<file path="config.mk">
export PLATFORM = sky130hd
export DESIGN_NAME = readback_uart_tx
export DESIGN_NICKNAME = d
export VERILOG_FILES = /design/src/rtl/uart_pkg.sv /design/src/rtl/uart_tx_byte.sv /design/src/rtl/readback_uart_tx.sv
export SDC_FILE = /design/constraint.sdc
export NUM_CORES = 1
export LEC_CHECK = 0
export ABC_AREA = 1
export CAP_MARGIN = 20
export CORE_UTILIZATION = 40
export CTS_CLUSTER_DIAMETER = 60
export DETAILED_ROUTE_END_ITERATION = 8
export GPL_TIMING_DRIVEN = 1
export PLACE_DENSITY = 0.66
export SYNTH_ARGS = -nofsm -noshare
export SYNTH_HDL_FRONTEND = slang
export SYNTH_SLANG_ARGS = --single-unit
</file>
<file path="constraint.sdc">
create_clock -name clk -period 1.46 [get_ports clk]
set_input_delay 0.438 -clock clk [delete_from_list [all_inputs] [get_ports clk]]
set_output_delay 0.438 -clock clk [all_outputs]
set_load 0.005 [all_outputs]
</file>
<file path="src/rtl/uart_pkg.sv">
// Shared UART definitions: default timing, packet framing constants and FSM encodings
// used by the readback transmitter and the command receiver.
package uart_pkg;

  localparam int         CLKS_PER_BIT_DEF = 868;
  localparam logic [7:0] HEADER_BYTE_DEF  = 8'hA5;
  localparam int         PACKET_BYTES     = 7;
  localparam int         FIELD_W          = 12;
  localparam int         HOLD_W           = 3 * FIELD_W;

  typedef enum logic [1:0] {
    IDLE  = 2'd0,
    START = 2'd1,
    DATA  = 2'd2,
    STOP  = 2'd3
  } uart_state_e;

  // P_SEND: header or a middle byte is on the wire.
  // P_NEXT: the final byte is on the wire; its done pulse ends the packet.
  typedef enum logic [1:0] {
    P_IDLE = 2'd0,
    P_SEND = 2'd1,
    P_NEXT = 2'd2
  } pkt_state_e;

  // Payload bytes 1..6 of a packet; hold = {shape_addr, reg_addr, data_in}.
  function automatic logic [7:0] payload_byte(input logic [HOLD_W-1:0] hold,
                                              input logic [2:0]        idx);
    logic [7:0] b;
    b = '0;
    case (idx)
      3'd1:    b = {4'h0, hold[35:32]};
      3'd2:    b = hold[31:24];
      3'd3:    b = {4'h0, hold[23:20]};
      3'd4:    b = hold[19:12];
      3'd5:    b = {4'h0, hold[11:8]};
      3'd6:    b = hold[7:0];
      default: b = '0;
    endcase
    return b;
  endfunction

endpackage

</file>
<file path="src/rtl/uart_tx_byte.sv">
// Single-byte 8N1 transmitter. A load in the cycle its stop bit finishes starts the
// next start bit with no idle gap, so bytes can be chained seamlessly.
module uart_tx_byte
  import uart_pkg::*;
#(
  parameter int CLKS_PER_BIT = CLKS_PER_BIT_DEF
) (
  input  logic       clk,
  input  logic       rst_n,
  input  logic       load,
  input  logic [7:0] byte_in,
  output logic       serial_output,
  output logic       done,
  output logic       byte_busy
);

  localparam int            BW        = (CLKS_PER_BIT > 1) ? $clog2(CLKS_PER_BIT) : 1;
  localparam logic [BW-1:0] BAUD_LAST = BW'(CLKS_PER_BIT - 1);

  uart_state_e   state_q, state_d;
  logic [BW-1:0] baud_q, baud_d;
  logic [2:0]    bit_q, bit_d;
  logic [7:0]    shift_q, shift_d;
  logic          serial_q, serial_d;
  logic          bit_end;

  always_ff @(posedge clk) begin
    if (!rst_n) begin
      state_q  <= IDLE;
      baud_q   <= '0;
      bit_q    <= '0;
      shift_q  <= '0;
      serial_q <= 1'b1;
    end else begin
      state_q  <= state_d;
      baud_q   <= baud_d;
      bit_q    <= bit_d;
      shift_q  <= shift_d;
      serial_q <= serial_d;
    end
  end

  assign bit_end = (baud_q == BAUD_LAST);

  always_comb begin
    state_d  = state_q;
    baud_d   = baud_q;
    bit_d    = bit_q;
    shift_d  = shift_q;
    serial_d = serial_q;
    done     = 1'b0;

    case (state_q)
      IDLE: begin
        serial_d = 1'b1;
        baud_d   = '0;
      end
      START: begin
        if (bit_end) begin
          state_d  = DATA;
          baud_d   = '0;
          bit_d    = '0;
          serial_d = shift_q[0];
        end else begin
          baud_d = baud_q + 1'b1;
        end
      end
      DATA: begin
        if (bit_end) begin
          baud_d = '0;
          if (bit_q == 3'd7) begin
            state_d  = STOP;
            serial_d = 1'b1;
          end else begin
            // Shift so the next data bit is always at shift_q[0] on the following edge.
            bit_d    = bit_q + 3'd1;
            shift_d  = {1'b0, shift_q[7:1]};
            serial_d = shift_q[1];
          end
        end else begin
          baud_d = baud_q + 1'b1;
        end
      end
      STOP: begin
        if (bit_end) begin
          done    = 1'b1;
          state_d = IDLE;
          baud_d  = '0;
        end else begin
          baud_d = baud_q + 1'b1;
        end
      end
      default: begin
        state_d  = IDLE;
        serial_d = 1'b1;
      end
    endcase

    // Load wins over the STOP->IDLE step so chained bytes start straight away.
    if (load) begin
      state_d  = START;
      baud_d   = '0;
      bit_d    = '0;
      shift_d  = byte_in;
      serial_d = 1'b0;
    end
  end

  assign serial_output = serial_q;
  assign byte_busy     = (state_q != IDLE);

endmodule

</file>
<file path="src/rtl/readback_uart_tx.sv">
// Readback record transmitter: captures {shape, reg, data} on handshake and sends the
// fixed 7-byte packet (header then three zero-padded 12-bit fields, high part first).
module readback_uart_tx
  import uart_pkg::*;
#(
  parameter int         CLKS_PER_BIT = CLKS_PER_BIT_DEF,
  parameter logic [7:0] HEADER_BYTE  = HEADER_BYTE_DEF
) (
  input  logic               clk,
  input  logic               rst_n,
  input  logic               tx_valid,
  output logic               tx_ready,
  input  logic [FIELD_W-1:0] shape_addr,
  input  logic [FIELD_W-1:0] reg_addr,
  input  logic [FIELD_W-1:0] data_in,
  output logic               serial_output,
  output logic               busy
);

  localparam logic [2:0] LAST_IDX = 3'(PACKET_BYTES - 1);

  pkt_state_e        pkt_q, pkt_d;
  logic [2:0]        idx_q, idx_d;
  logic [HOLD_W-1:0] hold_q, hold_d;
  logic [2:0]        next_idx;
  logic              accept;
  logic              load;
  logic [7:0]        byte_sel;
  logic              done;
  logic              byte_busy;

  // Handshake: a record transfers on a rising edge where tx_valid && tx_ready. The fields
  // are captured only then; tx_valid seen while tx_ready is low has no effect.
  assign tx_ready = (pkt_q == P_IDLE) && !byte_busy;
  assign busy     = !tx_ready;
  assign accept   = tx_valid && tx_ready;
  assign next_idx = idx_q + 3'd1;

  always_ff @(posedge clk) begin
    if (!rst_n) begin
      pkt_q  <= P_IDLE;
      idx_q  <= '0;
      hold_q <= '0;
    end else begin
      pkt_q  <= pkt_d;
      idx_q  <= idx_d;
      hold_q <= hold_d;
    end
  end

  always_comb begin
    pkt_d    = pkt_q;
    idx_d    = idx_q;
    hold_d   = hold_q;
    load     = 1'b0;
    byte_sel = HEADER_BYTE;

    case (pkt_q)
      P_IDLE: begin
        // The header is constant, so it loads in the accept cycle itself.
        if (accept) begin
          hold_d   = {shape_addr, reg_addr, data_in};
          idx_d    = '0;
          load     = 1'b1;
          byte_sel = HEADER_BYTE;
          pkt_d    = P_SEND;
        end
      end
      P_SEND: begin
        if (done) begin
          idx_d    = next_idx;
          load     = 1'b1;
          byte_sel = payload_byte(hold_q, next_idx);
          if (next_idx == LAST_IDX) begin
            pkt_d = P_NEXT;
          end
        end
      end
      P_NEXT: begin
        if (done) begin
          idx_d = '0;
          pkt_d = P_IDLE;
        end
      end
      default: begin
        idx_d = '0;
        pkt_d = P_IDLE;
      end
    endcase
  end

  uart_tx_byte #(
    .CLKS_PER_BIT(CLKS_PER_BIT)
  ) u_byte (
    .clk          (clk),
    .rst_n        (rst_n),
    .load         (load),
    .byte_in      (byte_sel),
    .serial_output(serial_output),
    .done         (done),
    .byte_busy    (byte_busy)
  );

endmodule
</file>
==> results of run 1 <==
[synthesized netlist by cell type (all sizes together)]
| master | number |
|---|---|
| o211a | 1 |
| xor2 | 3 |
| o21ai | 27 |
| or2 | 2 |
| a21oi | 55 |
| nor2 | 31 |
| dfxtp | 65 |
| ha | 13 |
| o2111ai | 1 |
| nor3 | 1 |
| nand3b | 1 |
| nand4 | 9 |
| inv | 47 |
| nand3 | 24 |
| o211ai | 2 |
| nand2 | 138 |
| a31oi | 2 |
| buf | 10 |
| clkbuf | 3 |
| xnor2 | 1 |
[timing repair]
action / in CTS / in global routing
buffers inserted: 11 / 8
endpoints found under the hold margin: 0 / 0
cloned: 0 / 0
endpoints found under the setup margin: 49 / 50
pin swaps: 16 / 25
resized for setup: 93 / 46
[power breakdown]
group | switching [mW] | internal [mW] | total, mW | leakage (nW)
clock network | 0.651 | 0.641 | 1.29 | 0.0887
logic | 0.683 | 0.627 | 1.31 | 1.35
registers | 0.104 | 1.96 | 2.07 | 0.535
[per-stage QoR]
stage                     instance area, um^2  total power [mW]
final                                    4730              4.67
after floorplan                          3210              2.72
after global placement                   4040              3.14
after detailed placement                 4040              3.16
after global routing                     4730              4.94
after CTS                                4540              4.58
[worst reg2reg max path, stage by stage, from the launching register on]
cell and delay [ps]:
sky130_fd_sc_hd__dfxtp_2 330, sky130_fd_sc_hd__inv_2 80, sky130_fd_sc_hd__buf_6 100, sky130_fd_sc_hd__ha_4 150, sky130_fd_sc_hd__inv_4 50, sky130_fd_sc_hd__nor2_4 160, sky130_fd_sc_hd__nand3_4 120, sky130_fd_sc_hd__buf_6 140
sky130_fd_sc_hd__o21ai_0 230, sky130_fd_sc_hd__a21oi_2 80
[layer usage]
layer	vias up	share of wire (%)	wire (um)	track usage, %
met5	-	0	0	0
met4	0	1.4	119	6.61
met3	8	3.5	284	5.95
met2	60	52	4310	36.0
met1	1441	43	3510	24.0
li1	1616	-	-	-
[cell usage in the layout, fill, tap and decap left out, types with 2 or more instances in the layout]
cell,count
sky130_fd_sc_hd__nand4_1,8
sky130_fd_sc_hd__buf_6,14
sky130_fd_sc_hd__inv_2,14
sky130_fd_sc_hd__buf_12,2
sky130_fd_sc_hd__dfxtp_2,7
sky130_fd_sc_hd__nand3_4,4
sky130_fd_sc_hd__buf_2,2
sky130_fd_sc_hd__nand2_2,16
sky130_fd_sc_hd__nand3_2,7
sky130_fd_sc_hd__nand2_4,6
sky130_fd_sc_hd__ha_2,4
sky130_fd_sc_hd__buf_4,49
sky130_fd_sc_hd__nor2_4,11
sky130_fd_sc_hd__o21ai_0,11
sky130_fd_sc_hd__o21ai_1,11
sky130_fd_sc_hd__or2_2,2
sky130_fd_sc_hd__o21ai_2,4
sky130_fd_sc_hd__nand2_1,115
sky130_fd_sc_hd__inv_1,29
sky130_fd_sc_hd__nor2_2,6
sky130_fd_sc_hd__ha_4,8
sky130_fd_sc_hd__nor2_1,13
sky130_fd_sc_hd__nand3_1,13
sky130_fd_sc_hd__a31oi_1,2
sky130_fd_sc_hd__dfxtp_1,56
sky130_fd_sc_hd__xor2_1,3
sky130_fd_sc_hd__o211ai_1,2
sky130_fd_sc_hd__dfxtp_4,2
sky130_fd_sc_hd__inv_4,4
sky130_fd_sc_hd__clkdlybuf4s50_1,38
sky130_fd_sc_hd__a21oi_1,48
sky130_fd_sc_hd__clkinv_2,4
sky130_fd_sc_hd__clkbuf_8,10
sky130_fd_sc_hd__a21oi_2,7
[how the worst min path moves through the flow]
stage | startpoint | cells past startpoint | slack [ps] | end
2_1_floorplan | hold_q[24]$_SDFFE_PN0P_ | 2 | 420 | hold_q[24]$_SDFFE_PN0P_
3_3_place_gp | hold_q[25]$_SDFFE_PN0P_ | 2 | 450 | hold_q[25]$_SDFFE_PN0P_
3_5_place_dp | hold_q[25]$_SDFFE_PN0P_ | 2 | 450 | hold_q[25]$_SDFFE_PN0P_
4_1_cts | hold_q[25]$_SDFFE_PN0P_ | 2 | 460 | hold_q[25]$_SDFFE_PN0P_
5_1_grt | hold_q[27]$_SDFFE_PN0P_ | 2 | 480 | hold_q[27]$_SDFFE_PN0P_
6_report | hold_q[25]$_SDFFE_PN0P_ | 2 | 460 | hold_q[25]$_SDFFE_PN0P_
[state kept, by name (all words and copies together) (netlist names)]
name / flops
u_byte.state_q: 2
u_byte.bit_q: 3
u_byte.baud_q: 10
u_byte.shift_q: 8
idx_q: 3
hold_q: 36
pkt_q: 2
u_byte.serial_output: 1
[cell families (layout without fill, tap and decap cells)]
kind of cell,after synthesis,after routing,synth area share [%]
AOI/OAI and AO/OA,88,88,14.3
xor gates and xnor gates,4,4,1.09
adders and majority gates,13,13,5.06
buffers and inverters,60,168,8.41
DFF,65,65,40.5
and+or+nand+nor,206,206,30.6
[cell type report]
class / instances / share of cell area, %
clock buffers: 11 / 2.99
clock inverters: 4 / 0.424
inverters: 47 / 3.94
multi-input cells: 311 / 41.6
flip-flops and latches: 65 / 27.9
well taps: 102 / 2.70
repair buffers: 106 / 20.4
==> results.py, run 1 <==
metrics = {
    "timing": {
        "fin_hold_ws_ps": 464,
        "finalMaxSlewViolations": 0,
        "setup_total_negative_slack_ps": -433,
        "clock_skew_ps": 8.57,
        "rel_slew_slack_pct": 82.4,
        "setup_repair_after_global_routing_missed_its_margin": "true",
        "final_period_minus_worst_setup_slack_ps": 1560,
        "max_slew.worst_pin.slew_ps": 261,
        "finalHoldViolCount": 0,
        "postLayoutSetupSlackWorst_ps": -97.5,
        "min_period_over_period_pct": 107,
        "setup_viol_count_final": 19,
        "fmax_mhz": 642,
    },
    "drt": {
        "postRouteWirelength_um": 8220,
        "vias": 3125,
        "route.detailed.wl_per_inst_um": 12.7,
        "drt_first_pass_iters": 4,
        "final_antenna_violating_net_count": 0,
        "number_of_design_rule_violations_left_by_the_first_detailed_router_iteration": 133,
        "drc": 0,
        "routed_via_density": 4.84,
    },
    "critical_path": {
        "reg2reg_setup_slack_ps": -100,
        "worst-setup-path-type": "flip-flop to flip-flop",
        "crit_path_cell_trace": "inv_2 -> buf_6 -> ha_4 -> inv_4 -> nor2_4 -> nand3_4 -> buf_6 -> o21ai_0 -> a21oi_2",
        "setup.worst_path.end": "u_byte.shift_q[4]$_SDFFE_PN0P_",
        "setup.worst_path.start_class": "flip-flop",
        "reg2reg_from": "u_byte.state_q[0]$_SDFFE_PN0P_",
        "crit_buf_inv": 4,
        "cp_slowest_stage_delay_ps": 330,
        "reg2reg_depth": 9,
        "crit_path_max_fanout": 5,
        "worst_ep_arrival_time_ps": 1780,
        "crit_family": "buffers and inverters",
        "cp_common_cell": "sky130_fd_sc_hd__buf_6",
        "capture_point_of_the_worst_reg_to_reg_path": "u_byte.shift_q[4]$_SDFFE_PN0P_",
        "crit_path_top_delay_cell": "sky130_fd_sc_hd__dfxtp_2",
        "timing.critical_path.depth": 9,
        "critPathRequiredTime_ps": 1680,
        "setup.worst_path.start": "u_byte.state_q[0]$_SDFFE_PN0P_",
        "cp-end-kind": "flip-flop",
    },
    "synth": {
        "synthesis.instances": 436,
        "ys_types": 34,
        "netlist.top_cell.by_area": "sky130_fd_sc_hd__dfxtp_1",
        "synth-warning-count": 0,
        "synth_largest_type_area_fraction_pct": 40.5,
        "synth_area_per_cell_um2": 7.37,
        "post_synth_instance_area_um2": 3210,
        "synth_nets": 488,
        "synth_top_cells_by_area": "sky130_fd_sc_hd__dfxtp_1 41%, sky130_fd_sc_hd__nand2_1 15%, sky130_fd_sc_hd__a21oi_1 8.4%, sky130_fd_sc_hd__ha_1 5.1%, sky130_fd_sc_hd__inv_1 4.8%",
        "sequential_to_total_area_share_from_yosys_stat_pct": 40.5,
        "synth.ff_latch_count": 65,
    },
    "die": {
        "die_w_um": 91.6,
        "coreArea_um2": 7730,
        "die_area_um2": 8390,
        "die_h_um": 91.6,
        "core.rowCount": 32,
        "initial_core_util_pct": 41.6,
        "io_pins": 42,
    },
    "grt": {
        "first_global_vias": 3047,
        "globalRouteTotalUtil_pct": 20.6,
        "largest_net_degree_at_the_start_of_global_routing": 21,
        "grt_pass1_wl_um": 13600,
        "grt_antenna_before_repair": 0,
        "overflow": 0,
    },
    "cells_and_area": {
        "final-instance-count-excl-fill": 646,
        "finished_core_util_pct": 61.2,
        "antenna_fix_cells": 0,
        "seq_area_um2": 1320,
        "filler_cell_count": 663,
        "syn_to_final_growth_pct": 47.1,
        "design.final.nets": 592,
        "area_occupied_by_multi_input_gates_um2": 1970,
        "fraction_of_layout_instances_using_a_drive_strength_above_1_pct": 34.4,
    },
    "clocking": {
        "cts_made_buffers": 9,
        "cts.hold.buffers_added": 0,
        "clock_tree.htree_level_count": 3,
        "cts_max_path_buffers": 2,
        "cts_sinks": 65,
        "clockRootBuffer": "sky130_fd_sc_hd__clkbuf_8",
        "cts_tree": "built",
        "clock_latency_late_sink_ps": 340,
        "cts.reportedPaths.clkPinSlew_ps": 60,
    },
    "place": {
        "gp_congestion": 0.856,
        "place.detailed.hpwl_um": 5640,
        "placement.setup.worst_slack_ps": -259,
        "number_of_port_buffers": 41,
        "dp_cells": 613,
    },
    "run_status": {
        "violations": "negative setup slack",
        "result_of_the_run": "finished with violations",
    },
    "pwr": {
        "p_per_area_nw_per_um2": 988,
        "leakage_nw": 1.97,
        "ir_worst_vdd_uv": 548,
    },
    "min_path": {
        "hold_path.class": "flip-flop to flip-flop",
    },
    "job": {
        "max_cap_violations": 0,
    },
}
Power figures use the tool's default switching activity.
==> run 2, diff against run 1 <==
--- a/config.mk
+++ b/config.mk
@@ -11,7 +11,7 @@
 export CTS_CLUSTER_DIAMETER = 60
 export DETAILED_ROUTE_END_ITERATION = 8
 export GPL_TIMING_DRIVEN = 1
-export PLACE_DENSITY = 0.66
+export PLACE_DENSITY = 0.64
 export SYNTH_ARGS = -nofsm -noshare
 export SYNTH_HDL_FRONTEND = slang
 export SYNTH_SLANG_ARGS = --single-unit
==> constraint.sdc (replaced) <==
create_clock -name clk -period 1.7 [get_ports clk]
set_input_delay 0.51 -clock clk [delete_from_list [all_inputs] [get_ports clk]]
set_output_delay 0.51 -clock clk [all_outputs]
set_load 0.005 [all_outputs]
==> results.py, run 2 (synthesized netlist as in run 1, its figures left out) <==
metrics = {
    "critical_path": {
        "reg2reg_from": "u_byte.baud_q[1]$_SDFF_PP0_",
        "crit_path_max_fanout": 7,
        "setup.worst_path.start": "u_byte.baud_q[1]$_SDFF_PP0_",
        "critPathRequiredTime_ps": 1970,
        "worst_ep_arrival_time_ps": 1880,
        "reg2reg_setup_slack_ps": 90,
        "setup.worst_path.end": "idx_q[2]$_SDFFE_PN0P_",
        "capture_point_of_the_worst_reg_to_reg_path": "idx_q[2]$_SDFFE_PN0P_",
        "setup.worst_path.start_class": "flip-flop",
        "worst-setup-path-type": "flip-flop to flip-flop",
        "reg2reg_depth": 8,
        "cp-end-kind": "flip-flop",
    },
    "cells_and_area": {
        "mostFrequentLayoutCell": "sky130_fd_sc_hd__nand2_1",
        "design.final.nets": 556,
        "finished_core_util_pct": 53.4,
        "syn_to_final_growth_pct": 28.4,
        "filler_cell_count": 779,
        "registers.top_by_ff_count": "hold_q",
        "final_cell_mix": "128 x sky130_fd_sc_hd__nand2_1, 62 x sky130_fd_sc_hd__dfxtp_1, 54 x sky130_fd_sc_hd__a21oi_1",
        "final-instance-count-excl-fill": 610,
        "largestRegisters": "hold_q x36, u_byte.baud_q x10, u_byte.shift_q x8",
        "largest_register_ffs": 36,
        "antenna_fix_cells": 0,
        "fraction_of_layout_instances_using_a_drive_strength_above_1_pct": 18.7,
    },
    "drt": {
        "drc": 0,
        "vias": 2907,
        "met1Wirelength_um": 3230,
        "postRouteWirelength_um": 7210,
        "final_antenna_violating_net_count": 0,
        "route.detailed.wl_per_inst_um": 11.8,
        "highest_layer": "met4",
        "routed_met2_length_um": 3590,
        "routed_via_density": 4.77,
        "met3_length_um": 282,
        "number_of_design_rule_violations_left_by_the_first_detailed_router_iteration": 151,
        "drt_first_pass_iters": 5,
    },
    "place": {
        "gp_congestion": 0.814,
        "place.detailed.hpwl_um": 5550,
        "dp_cells": 593,
        "number_of_port_buffers": 41,
    },
    "timing": {
        "min_period_over_period_pct": 94.8,
        "fmax_mhz": 620,
        "rel_slew_slack_pct": 77.2,
        "setup_total_negative_slack_ps": 0,
        "finalMaxSlewViolations": 0,
        "final_period_minus_worst_setup_slack_ps": 1610,
        "finalHoldViolCount": 0,
        "clock_skew_ps": 5.96,
        "setup_repair_after_global_routing_missed_its_margin": "true",
        "setup_viol_count_final": 0,
        "fin_hold_ws_ps": 448,
        "max_slew.worst_pin.slew_ps": 341,
    },
    "grt": {
        "largest_net_degree_at_the_start_of_global_routing": 21,
        "grt_antenna_before_repair": 0,
        "overflow": 0,
        "first_global_vias": 2806,
        "globalRouteTotalUtil_pct": 18.9,
        "grt_pass1_wl_um": 12400,
    },
    "pwr": {
        "p_per_area_nw_per_um2": 913,
        "leakage_nw": 1.73,
        "ir_worst_vdd_uv": 518,
    },
    "clocking": {
        "clock_latency_late_sink_ps": 340,
        "cts.reportedPaths.clkPinSlew_ps": 70,
        "cts_tree": "built",
        "cts.hold.buffers_added": 0,
        "clockRootBuffer": "sky130_fd_sc_hd__clkbuf_8",
        "cts_made_buffers": 9,
        "cts_max_path_buffers": 2,
        "clock_tree.htree_level_count": 3,
        "cts_sinks": 65,
    },
    "die": {
        "io_pins": 42,
        "die_area_um2": 8390,
        "die_w_um": 91.6,
        "core.rowCount": 32,
        "die_h_um": 91.6,
        "initial_core_util_pct": 41.6,
        "coreArea_um2": 7730,
    },
    "run_status": {
        "result_of_the_run": "finished, final reports clean",
    },
    "job": {
        "max_cap_violations": 0,
    },
    "min_path": {
        "hold_path.class": "flip-flop to flip-flop",
    },
}
run 2: cell count changes in the layout (fill, tap and decap cells not counted), moves of 7 or more:
cell	delta
sky130_fd_sc_hd__inv_2	-7
sky130_fd_sc_hd__ha_1	+7
sky130_fd_sc_hd__o21ai_0	+12
sky130_fd_sc_hd__buf_6	-14
sky130_fd_sc_hd__nand2_2	-11
sky130_fd_sc_hd__nand2_1	+13
sky130_fd_sc_hd__ha_4	-7
sky130_fd_sc_hd__o21ai_1	-7
sky130_fd_sc_hd__inv_1	+10
sky130_fd_sc_hd__buf_4	-22
run 2: how the worst min path moves through the flow:
stage,startpoint,end,slack [ps],cells after the start
floorplan,hold_q[24]$_SDFFE_PN0P_,hold_q[24]$_SDFFE_PN0P_,420,2
global placement,hold_q[27]$_SDFFE_PN0P_,hold_q[27]$_SDFFE_PN0P_,440,2
detailed placement,hold_q[25]$_SDFFE_PN0P_,hold_q[25]$_SDFFE_PN0P_,440,2
CTS,hold_q[25]$_SDFFE_PN0P_,hold_q[25]$_SDFFE_PN0P_,450,2
global route,hold_q[25]$_SDFFE_PN0P_,hold_q[25]$_SDFFE_PN0P_,470,2
finish,hold_q[25]$_SDFFE_PN0P_,hold_q[25]$_SDFFE_PN0P_,450,2
run 2: worst max-delay path, cell delays in order (launching register included):
cell                      delay, ps
sky130_fd_sc_hd__dfxtp_1        350
sky130_fd_sc_hd__ha_2           210
sky130_fd_sc_hd__nand2_2        100
sky130_fd_sc_hd__nor2_8         160
sky130_fd_sc_hd__nand3_2        140
sky130_fd_sc_hd__nor2_4         260
sky130_fd_sc_hd__buf_4          150
sky130_fd_sc_hd__nand2_1         40
sky130_fd_sc_hd__a21oi_1        130
run 2: per-layer routing:
metal | global-route usage [%] | up-vias
li1 | - | 1539
met1 | 21.8 | 1304
met2 | 33.6 | 53
met3 | 5.44 | 11
met4 | 5.56 | 0
met5 | 0 | -
run 2: report_power, final:
part           switching [mW]  internal (mW)  leakage [nW]  total [mW]
Combinational           0.492          0.413          1.11       0.905
Sequential             0.0794           1.68         0.532        1.76
Clock                   0.547          0.550        0.0887        1.10
Total                    1.12           2.65          1.73        3.77
run 2: timing repair:
item	CTS	global route
resized for setup	16	17
buffers inserted	1	1
setup endpoints to repair	5	14
pin swaps	1	2
hold endpoints to repair	0	0
run 2: final cells by class:
type	count	area, um^2	share of cell area, %
Clock inverter	4	20.0	0.485
Tap cell	102	128	3.09
Inverter	47	179	4.34
Timing Repair Buffer	70	642	15.6
Multi-Input combinational cell	311	1710	41.4
Sequential cell	65	1310	31.6
Clock buffer	11	141	3.43
run 2: stage by stage:
step	total power, mW	setup WS [ps]	area [um^2]
2_1_floorplan	2.33	237	3210
3_3_place_gp	2.66	-34.7	3890
3_5_place_dp	2.68	-88.1	3890
4_1_cts	3.80	20.5	4070
5_1_grt	4.00	-17.1	4120
6_report	3.77	88.0	4120
